`config.mk`:
```
export PLATFORM = sky130hd
export DESIGN_NAME = lia_square_demodulator
export DESIGN_NICKNAME = d
export VERILOG_FILES = /design/src/rtl/lia_square_demodulator.sv
export SDC_FILE = /design/constraint.sdc
export NUM_CORES = 1
export LEC_CHECK = 0
export ABC_AREA = 1
export BUFFER_PORTS_ARGS = -buffer_cell sky130_fd_sc_hd__buf_2
export CORE_MARGIN = 4
export CORE_UTILIZATION = 60
export DETAILED_ROUTE_END_ITERATION = 8
export GPL_ROUTABILITY_DRIVEN = 1
export HOLD_SLACK_MARGIN = 0.06
export PLACE_DENSITY = 0.85
export SYNTH_ARGS = -nofsm -noshare
export SYNTH_HDL_FRONTEND = slang
export SYNTH_SLANG_ARGS = --single-unit
```
`constraint.sdc`:
```
create_clock -name clk -period 4.6 [get_ports clk]
set_input_delay 0.46 -clock clk [delete_from_list [all_inputs] [get_ports clk]]
set_output_delay 0.46 -clock clk [all_outputs]
set_load 0.01 [all_outputs]
```
`src/rtl/lia_square_demodulator.sv`:
```
// Lock-in square-wave mixer: a phase accumulator drives sin/cos-like square
// references that multiply each sample into I and Q products, 2-cycle latency.
package opo_package;
  localparam int word_width = 16;
endpackage

module lia_square_demodulator
  import opo_package::*;
#(
  parameter int phase_width = 32
) (
  input  logic                          clk,
  input  logic                          rst,
  input  logic                          enable,
  input  logic                          phase_clear,
  input  logic [phase_width-1:0]        phase_inc,
  input  logic [phase_width-1:0]        phase_offset,
  input  logic signed [word_width-1:0]  sample_in,
  input  logic                          sample_in_valid,
  output logic signed [word_width-1:0]  i_out,
  output logic signed [word_width-1:0]  q_out,
  output logic                          sample_out_valid,
  output logic                          ref_sign
);

  localparam int STAGES = 2;
  localparam int MSB    = phase_width - 1;
  localparam logic signed [word_width-1:0] SMIN = {1'b1, {(word_width-1){1'b0}}};
  localparam logic signed [word_width-1:0] SMAX = {1'b0, {(word_width-1){1'b1}}};

  logic [phase_width-1:0]        w_acc_base;
  logic [phase_width-1:0]        w_phase;
  logic [phase_width-1:0]        r_acc;
  logic [STAGES:1]               r_vld_pipe;
  logic signed [word_width-1:0]  r_s1_sample;
  logic                          r_s1_ineg;
  logic                          r_s1_qneg;
  logic                          r_s1_en;
  logic                          r_ref_sign;
  logic signed [word_width-1:0]  w_i_prod;
  logic signed [word_width-1:0]  w_q_prod;
  logic signed [word_width-1:0]  r_i_out;
  logic signed [word_width-1:0]  r_q_out;

  // -MIN is not representable, so it clamps to MAX.
  function automatic logic signed [word_width-1:0] neg_sat(
    input logic signed [word_width-1:0] x);
    return (x == SMIN) ? SMAX : -x;
  endfunction

  // A clear restarts the reference so a coincident sample sees phase 0.
  assign w_acc_base = phase_clear ? '0 : r_acc;
  assign w_phase    = w_acc_base + phase_offset;

  always_ff @(posedge clk) begin
    if (rst)                  r_acc <= '0;
    else if (sample_in_valid) r_acc <= w_acc_base + phase_inc;
    else if (phase_clear)     r_acc <= '0;
  end

  always_ff @(posedge clk) begin
    if (rst) begin
      r_vld_pipe  <= '0;
      r_s1_sample <= '0;
      r_s1_ineg   <= 1'b0;
      r_s1_qneg   <= 1'b0;
      r_s1_en     <= 1'b0;
      r_ref_sign  <= 1'b0;
    end else begin
      r_vld_pipe <= {r_vld_pipe[STAGES-1:1], sample_in_valid};
      if (sample_in_valid) begin
        r_s1_sample <= sample_in;
        r_s1_ineg   <= w_phase[MSB];
        r_s1_qneg   <= w_phase[MSB] ^ w_phase[MSB-1];
        r_s1_en     <= enable;
        r_ref_sign  <= w_phase[MSB];
      end
    end
  end

  assign w_i_prod = (r_s1_en && r_s1_ineg) ? neg_sat(r_s1_sample) : r_s1_sample;
  assign w_q_prod = (r_s1_en && r_s1_qneg) ? neg_sat(r_s1_sample) : r_s1_sample;

  always_ff @(posedge clk) begin
    if (rst) begin
      r_i_out <= '0;
      r_q_out <= '0;
    end else if (r_vld_pipe[1]) begin
      r_i_out <= w_i_prod;
      r_q_out <= w_q_prod;
    end
  end

  assign i_out            = r_i_out;
  assign q_out            = r_q_out;
  assign sample_out_valid = r_vld_pipe[STAGES];
  assign ref_sign         = r_ref_sign;

endmodule

```
After elaboration in Yosys (flattened, before gate mapping)
Index checks and enable logic that the tools add are counted.
{ "op_classes": {"add_sub_neg": 3, "n_eq_ne": 1, "muxes": 5, "bitwise_logic": 1, "n_reduce_logical": 2} }
{ "op_table": {"columns": ["operator", "n"], "rows": [
  ["$add 32x32->32", 2],
  ["$mux 32", 2],
  ["$mux 16", 3],
  ["$eq 16x16->1 const B", 1],
  ["$neg 16->16", 1],
  ["$logic_and 1x1->1", 2],
  ["$xor 1x1->1", 1]
]} }
{ "totals": {"regBits": 85, "elab_cells": 20} }

Depth between registers and ports, before layout
Gate-level depths: netlist of run 1.
{ "logic_depth": {"ltp_word": 3, "ltp_mapped": 22, "mapped_depth_nobuf": 20} }

Worst setup path after synthesis of run 1
OpenSTA, ideal clock, no wires.
{ "synth_timing": {"path_type": "in2reg", "start": "input phase_clear", "end": "register r_acc[19]", "t_arrival_ns": 2.411, "t_required_ns": 4.491, "setup_slack_ns": 2.079, "stages": 20, "path_cell_list": "inv_2 buf_6 buf_2 nand2_1 inv_1 ha_1 nand2_1 inv_1 o21ai_0 nand2_1 nand2_1 nand2_1 nand2_1 nand2_1 a21oi_2 o21ai_0 nand2_1 nand3_1 nand2_1 inv_1"} }
{ "synth_via": {"elab_chain_cells": 3} }
{ "synth_rtl": {"columns": ["element", "line_no", "source"], "rows": [
  ["start, declared", "15", "input logic phase_clear,"],
  ["$mux 32 *", null, null],
  ["$add 32x32->32", "57", "else if (sample_in_valid) r_acc <= w_acc_base + phase_inc;"],
  ["$mux 32 *", "57", null],
  ["end signal, assigned", "57", null],
  ["end, declared", "33", "logic [phase_width-1:0] r_acc;"]
]} }
Every way passes the cells marked *; elsewhere a longest branch is shown, timed or not.
A chain may end at the register's enable or synchronous reset.

Worst setup path after layout of run 1
{ "layout_timing": {"start": "input phase_clear", "end": "register r_acc[23]"} }
Same word-level chain as after synthesis.

==> impl_metrics.toml, run 1 <==
[status]
status = "finished, final reports clean"

[global_routing]
antenna_found_initial = 0
grt_pass1_wl_um = 32690
grt_max_degree = 52
grt_usage_pct = 30.40
grt_pass1_vias = 7292
overflow = 0

[sta]
fmax_ghz = 0.3396
slew_viol_final = 0
skew_ns = 0.008620
tns_ns = 0
setup_violations = 0
period_minus_slack_ns = 2.945
min_period_over_period_pct = 64.02
tightest_slew_ns = 1.040
hold_viol_final = 0
max-slew-margin-rel_pct = 30.61
rsz0062_at_grt = "false"

[clocking]
cts_buffer_depth = 2
cts_htree_levels = 3
clkSinkCount = 85
cts_hold_buf = 0
post_cts_buffers = 0
cts-root-buf = "clkbuf_16"
cts_resized = 0
cts_tree = "yes"
clock_latency_ns = 0.35
clk_pin_slew_ns = 0.07
cts_buffers = 9

[routing]
dr.pass1.iters = 7
drtIter0Drc = 664
drt-total-wl_um = 20060
wl_per_cell_um = 13.93
ant_nets = 0
via_per_inst = 5.456
vias = 7857
drc = 0

[floorplanning]
rows = 39
fp.dieW_um = 115.6
initial_core_util_pct = 61.08
fp.dieArea_um2 = 13360
die-height_um = 115.6
fp.coreArea_um2 = 11370
ioPinCount = 119

[critical_path]
worstPathCellList = "buf_2 > inv_2 > nand2_1 > inv_1 > ha_1 > nand2_1 > inv_1 > o21ai_0 > nand2_1 > nand2_1 > nand2_1 > nand2_1 > nand2_1 > nand3_1 > nand2_1 > nand3_1 > nand2_1 > nand2_1 > nand3_1 > nand2_1 > inv_1"
critical_path.top_delay_family = "simple AND/OR/NAND/NOR gates"
worst-setup-path-type = "input pin to flip-flop"
cp_slowest_cell = "inv_2"
worstPathRequired_ns = 4.86
critPathMaxFanout = 33
crit_path_start_kind = "input pin"
cp.buffers_inverters = 5
cp_common_cell = "nand2_1"
critPathArrivalTime_ns = 3.20
max_stage_delay_ns = 0.58
cp-end-kind = "flip-flop"

[synthesis]
synth.distinct_cells = 40
async_flop_share_pct = 0
yosysWarnings = 0
synthAdderAreaFrac_pct = 4.613
syn-num-nets = 1307
synth_top_family_by_area = "simple AND/OR/NAND/NOR gates"
synth-edff-count = 0
synthXorXnorAreaFrac_pct = 2.775
ys_seq_elements = 85
syn_area_um2 = 6944
synthFlopType = "dfxtp_1"
synth_compound_area_share_pct = 18.59
yosys.area_share.simple_pct = 37.98
syn_area_per_cell_um2 = 5.801
muxShareOfSynthArea_pct = 0
synth_cells = 1197
yosysSeqAreaShare_pct = 24.50

[place]
dp.cells = 1426
routabilityCongestion = 0.9791
post-dp-hpwl_um = 15330
io_buffer_count = 118

[finish]
fillers = 1086
multi_input_area_um2 = 4442
layout_common_cells = "nand2_1, inv_1, nor2_1, buf_2, a21oi_1"
num_antenna_cells = 0
drive_above_1_share_pct = 14.34
seq_area_um2 = 1702
fin_cells = 1440
area_growth_pct = 13.66
final_common_cell = "nand2_1"
fin_nets = 1404

[power]
vdd_drop_max_mv = 0.3223
p_per_area_nw_per_um2 = 267.0
p_total_w = 0.002108
leakagePower_nw = 4.201

[worst_hold_path]
min_path_type = "input pin to flip-flop"

[flow_run]
drv_cap = 0
==> cells in the mapped netlist (all sizes together) (2+ instances only) <==
cell      n  area share, %
o211ai   24            2.6
xor2     18            2.3
nand3    74            5.4
nand4    16            1.4
nor3     16            1.3
xnor2     4           0.50
nand2   362             20
a31oi     4           0.36
ha       24            4.3
inv     171            9.2
nor2    153            9.6
a21boi    3           0.32
clkbuf   27            1.5
o21a      6           0.65
o21bai    6           0.70
dfxtp    85             25
o21ai    74            5.3
buf       9           0.77
a21oi   110            8.0
a21o      2           0.22
==> cell type report <==
type | instances | share of cell area [%]
well taps | 143 | 2.267
multi-input cells | 904 | 56.28
clock buffers | 10 | 2.901
clock inverters | 4 | 0.9512
repair buffers | 122 | 7.863
inverters | 172 | 8.180
flip-flops and latches | 85 | 21.56
==> where the power goes <==
| part | internal, W | switching, W | total [W] |
|---|---|---|---|
| Sequential | 0.000778 | 0.0000292 | 0.000808 |
| Clock | 0.000470 | 0.000304 | 0.000774 |
| Combinational | 0.000182 | 0.000344 | 0.000526 |
==> per-layer routing <==
layer / global-route usage (%) / routed length (µm) / vias up
met1: 38.50 / 8608 / 3473
met4: 10.88 / 581 / 0
met2: 51.54 / 9258 / 299
met3: 6.005 / 1611 / 48
li1: - / - / 4037
met5: 0 / 0 / -
==> logic make-up after synthesis <==
group,Yosys count
fa+ha+maj,25
buf+inv,208
compound gates,233
xor+xnor,22
simple gates,624
flops,85
==> registers in the layout, indices dropped and copies added, names as in the netlist <==
signal       cells
r_acc           32
r_vld_pipe       2
ref_sign         1
i_out           16
q_out           16
r_s1_qneg        1
r_s1_en          1
r_s1_sample     16
==> metrics by stage <==
| stage | worst slack [ns] | hold slack [ns] | instance area (µm²) | utilization (%) |
|---|---|---|---|---|
| floorplan | 2.079 | 0.4639 | 6944 | - |
| global placement | 1.493 | 0.4486 | 7589 | 66.74 |
| detailed placement | 1.390 | 0.4536 | 7589 | 66.74 |
| CTS | 1.738 | 0.3062 | 7893 | 69.42 |
| global route | 1.397 | 0.3156 | 7893 | 69.42 |
| finish | 1.655 | 0.2998 | 7893 | 69.42 |
==> worst paths after layout <==
| path | slack [ns] | cells after the start | from | endpoint |
|---|---|---|---|---|
| worst max-delay path | 1.66 | 21 | phase_clear | r_acc[23]$_SDFF_PP0_ |
| worst min-delay path | 0.30 | 3 | enable | r_s1_en$_SDFFE_PP0P_ |
| worst max register to register | 2.02 | 10 | r_s1_sample[1]$_SDFFE_PP0P_ | q_out[10]$_SDFFE_PP0P_ |
| worst min register to register | 0.46 | 2 | q_out[2]$_SDFFE_PP0P_ | q_out[2]$_SDFFE_PP0P_ |
==> worst register-to-register path, stage by stage, from the launching register on <==
cell,delay (ns)
dfxtp_1,0.32
inv_1,0.11
ha_1,0.23
nand4_1,0.20
nor2_2,0.25
nand3_1,0.18
nor3_2,0.66
nor2_1,0.12
a21oi_1,0.14
o21ai_0,0.13
a21oi_1,0.16
No activity file was read; power rests on OpenSTA's default activity.
==> run 2, diff against run 1 <==
ABC_AREA = 0   (was 1)
CORE_UTILIZATION = 59   (was 60)
PLACE_DENSITY = 0.83   (was 0.85)
clock period = 2.85 ns   (was 4.6 ns; I/O delays follow)
==> run 2 against run 1 <==
  * The flow now finishes with violations (negative setup slack)
  * Register-to-register slack worse by 2.3 ns
  * Critical path depth is 8 lower
  * Wire length is 18% higher
  * Highest routed layer unchanged
  * Worst hold slack worse by 0.13 ns
  * Final area is 23% higher
==> impl_metrics.toml, run 2 <==
[synthesis]
synth_cells = 1024
synth_top_cell_by_area = "dfxtp_1"
syn-num-nets = 1134
syn_area_um2 = 7518
synth-edff-count = 0
async_flop_share_pct = 0
ys_seq_elements = 85
yosysTopAreaCellShare_pct = 22.63
synth_area_leaders = "dfxtp_1, nor2_1, a21oi_1"
yosysSeqAreaShare_pct = 22.63
synth_most_common_cell = "nor2_1"
yosysWarnings = 0
synthFlopType = "dfxtp_1"
yosys-top-cells-count = "nor2_1, nand2_1, dfxtp_1"
syn_area_per_cell_um2 = 7.342
synth.distinct_cells = 85

[sta]
min_period_over_period_pct = 109.8
skew_ns = 0.01232
timing.hold.ws_ns = 0.1705
max-slew-margin-rel_pct = 29.28
slew_viol_final = 0
layout_setup_ws_ns = -0.2788
period_minus_slack_ns = 3.129
setup_violations = 18
fmax_ghz = 0.3196
hold_viol_final = 0
tightest_slew_ns = 1.061
rsz0062_at_grt = "true"

[routing]
drc = 0
dr.pass1.iters = 6
via_per_inst = 6.220
vias = 8559
drtIter0Drc = 995
drt-total-wl_um = 23740
wl_per_cell_um = 17.25
ant_nets = 0

[finish]
final_common_cell = "buf_4"
num_antenna_cells = 0
fin_nets = 1313
area_growth_pct = 28.66
fillers = 802
layout_common_cells = "buf_4, nor2_1, buf_2, nand2_1, dfxtp_1"
largest_register_ffs = 32
top_register = "r_acc"
drive_above_1_share_pct = 29.64

[clocking]
clk_pin_slew_ns = 0.07
cts_buffer_depth = 2
clkSinkCount = 85
cts_hold_buf = 0
cts-root-buf = "clkbuf_16"
cts_htree_levels = 3
clock_latency_ns = 0.35
cts_tree = "yes"
cts_buffers = 9

[power]
swShare_pct = 35.09
clockPowerShare_pct = 32.0
leakagePower_nw = 4.191
vdd_drop_max_mv = 0.2888
power.net_switching_w = 0.001303
cellInternalPower_w = 0.002409
power.share.sequential_pct = 36.2
combPwrFrac_pct = 31.8
p_per_area_nw_per_um2 = 383.7

[worst_hold_path]
min_path_type = "input pin to flip-flop"

[floorplanning]
ioPinCount = 119
initial_core_util_pct = 61.32
fp.dieW_um = 120.9
fp.coreArea_um2 = 12260
fp.dieArea_um2 = 14610
rows = 40
die-height_um = 120.9

[critical_path]
worst-setup-path-type = "flip-flop to flip-flop"
critPathArrivalTime_ns = 3.39
crit_path_start_kind = "flip-flop"
cp-end-kind = "flip-flop"
critPathMaxFanout = 3
worstPathRequired_ns = 3.11

[global_routing]
antenna_found_initial = 0
grt_usage_pct = 30.04
grt_max_degree = 52
met2_usage_pct = 50.05
grt_use_met1_pct = 39.34
overflow = 0
busiest_layer = "met2"
grt_pass1_vias = 7755
grtUsageMet3_pct = 4.802
grt_pass1_wl_um = 36450

[place]
post-place-ws_ns = -0.3792
io_buffer_count = 118
post-dp-hpwl_um = 16060
routabilityCongestion = 0.9245

[status]
status = "finished with violations"
failed_checks = "negative setup slack"

[flow_run]
drv_cap = 0
## run 2: cell count changes in the layout (fill, tap and decap cells not counted), moves of 35 or more
cell | previous run | this run
nand2_1 | 351 | 92
buf_4 | 4 | 132
inv_1 | 154 | 30
nand3_1 | 73 | 22
mux2i_1 | 0 | 39
a21oi_1 | 109 | 74
xnor2_1 | 4 | 39
## run 2: power by group through the flow
stage               registers [W]  clock network, W  logic [W]
detailed placement        0.00136                 0    0.00108
floorplan                 0.00133                 0   0.000745
global route              0.00135           0.00123    0.00129
global placement          0.00136                 0    0.00105
finish                    0.00134           0.00119    0.00118
CTS                       0.00134           0.00118    0.00111
## run 2: repair_timing
item | in CTS | in global routing
endpoints found under the setup margin | 17 | 29
pin swaps | 18 | 36
resized for setup | 19 | 40
cloned | 0 | 0
buffers inserted | 4 | 12
## run 2: kinds of logic after synthesis
group / synth area share, %
adders and majority gates: 5.758
and+or+nand+nor: 24.40
DFF: 22.63
buffers and inverters: 6.574
AOI/OAI and AO/OA: 27.06
muxes: 5.542
xor gates and xnor gates: 8.038
## run 2: final timing paths
path	start	to	slack [ns]	cells past startpoint
worst max-delay path	r_acc[1]$_SDFF_PP0_	r_s1_qneg$_SDFFE_PP0P_	-0.28	13
worst min-delay path	sample_in[7]	r_s1_sample[7]$_SDFFE_PP0P_	0.17	3
worst max register to register	r_acc[1]$_SDFF_PP0_	r_s1_qneg$_SDFFE_PP0P_	-0.28	13
worst min register to register	q_out[5]$_SDFFE_PP0P_	q_out[5]$_SDFFE_PP0P_	0.47	2
## run 2: layer usage
metal	share of wire (%)	routed length (µm)	up-vias
li1	-	-	4042
met5	0	0	-
met1	41	9699	3996
met4	2.9	695	0
met2	48	11330	444
met3	8.5	2015	77
## run 2: layout make-up
cell class | instances | area [µm²] | share of cell area (%)
Timing Repair Buffer | 255 | 1647 | 17.02
Clock buffer | 9 | 225.2 | 2.328
Sequential cell | 85 | 1707 | 17.64
Multi-Input combinational cell | 822 | 5704 | 58.97
Inverter | 30 | 112.6 | 1.164
Clock inverter | 7 | 67.56 | 0.6985
Tap cell | 168 | 210.2 | 2.173
## run 2: critical path: stages, from the launching register on
cell	delay, ns
dfxtp_2	0.32
nor2b_4	0.18
buf_4	0.13
buf_6	0.09
ha_4	0.18
a31o_1	0.18
maj3_2	0.30
a32o_2	0.31
a21bo_2	0.23
o221a_2	0.23
a211o_1	0.30
xnor2_2	0.15
or3_1	0.35
o311ai_1	0.07
## run 2: metrics by stage
step | std cells | total power, W | cell area, µm² | setup TNS, ns | utilization [%]
4_1_cts | 1365 | 0.003626 | 9389 | -1.019 | 76.57
5_1_grt | 1376 | 0.003868 | 9673 | -4.818 | 78.89
2_1_floorplan | 1024 | 0.002072 | 7679 | -15.78 | -
3_5_place_dp | 1345 | 0.002439 | 8962 | -4.457 | 73.09
3_3_place_gp | 1345 | 0.002407 | 8962 | -2.969 | 73.09
6_report | 1376 | 0.003712 | 9673 | -2.603 | 78.89
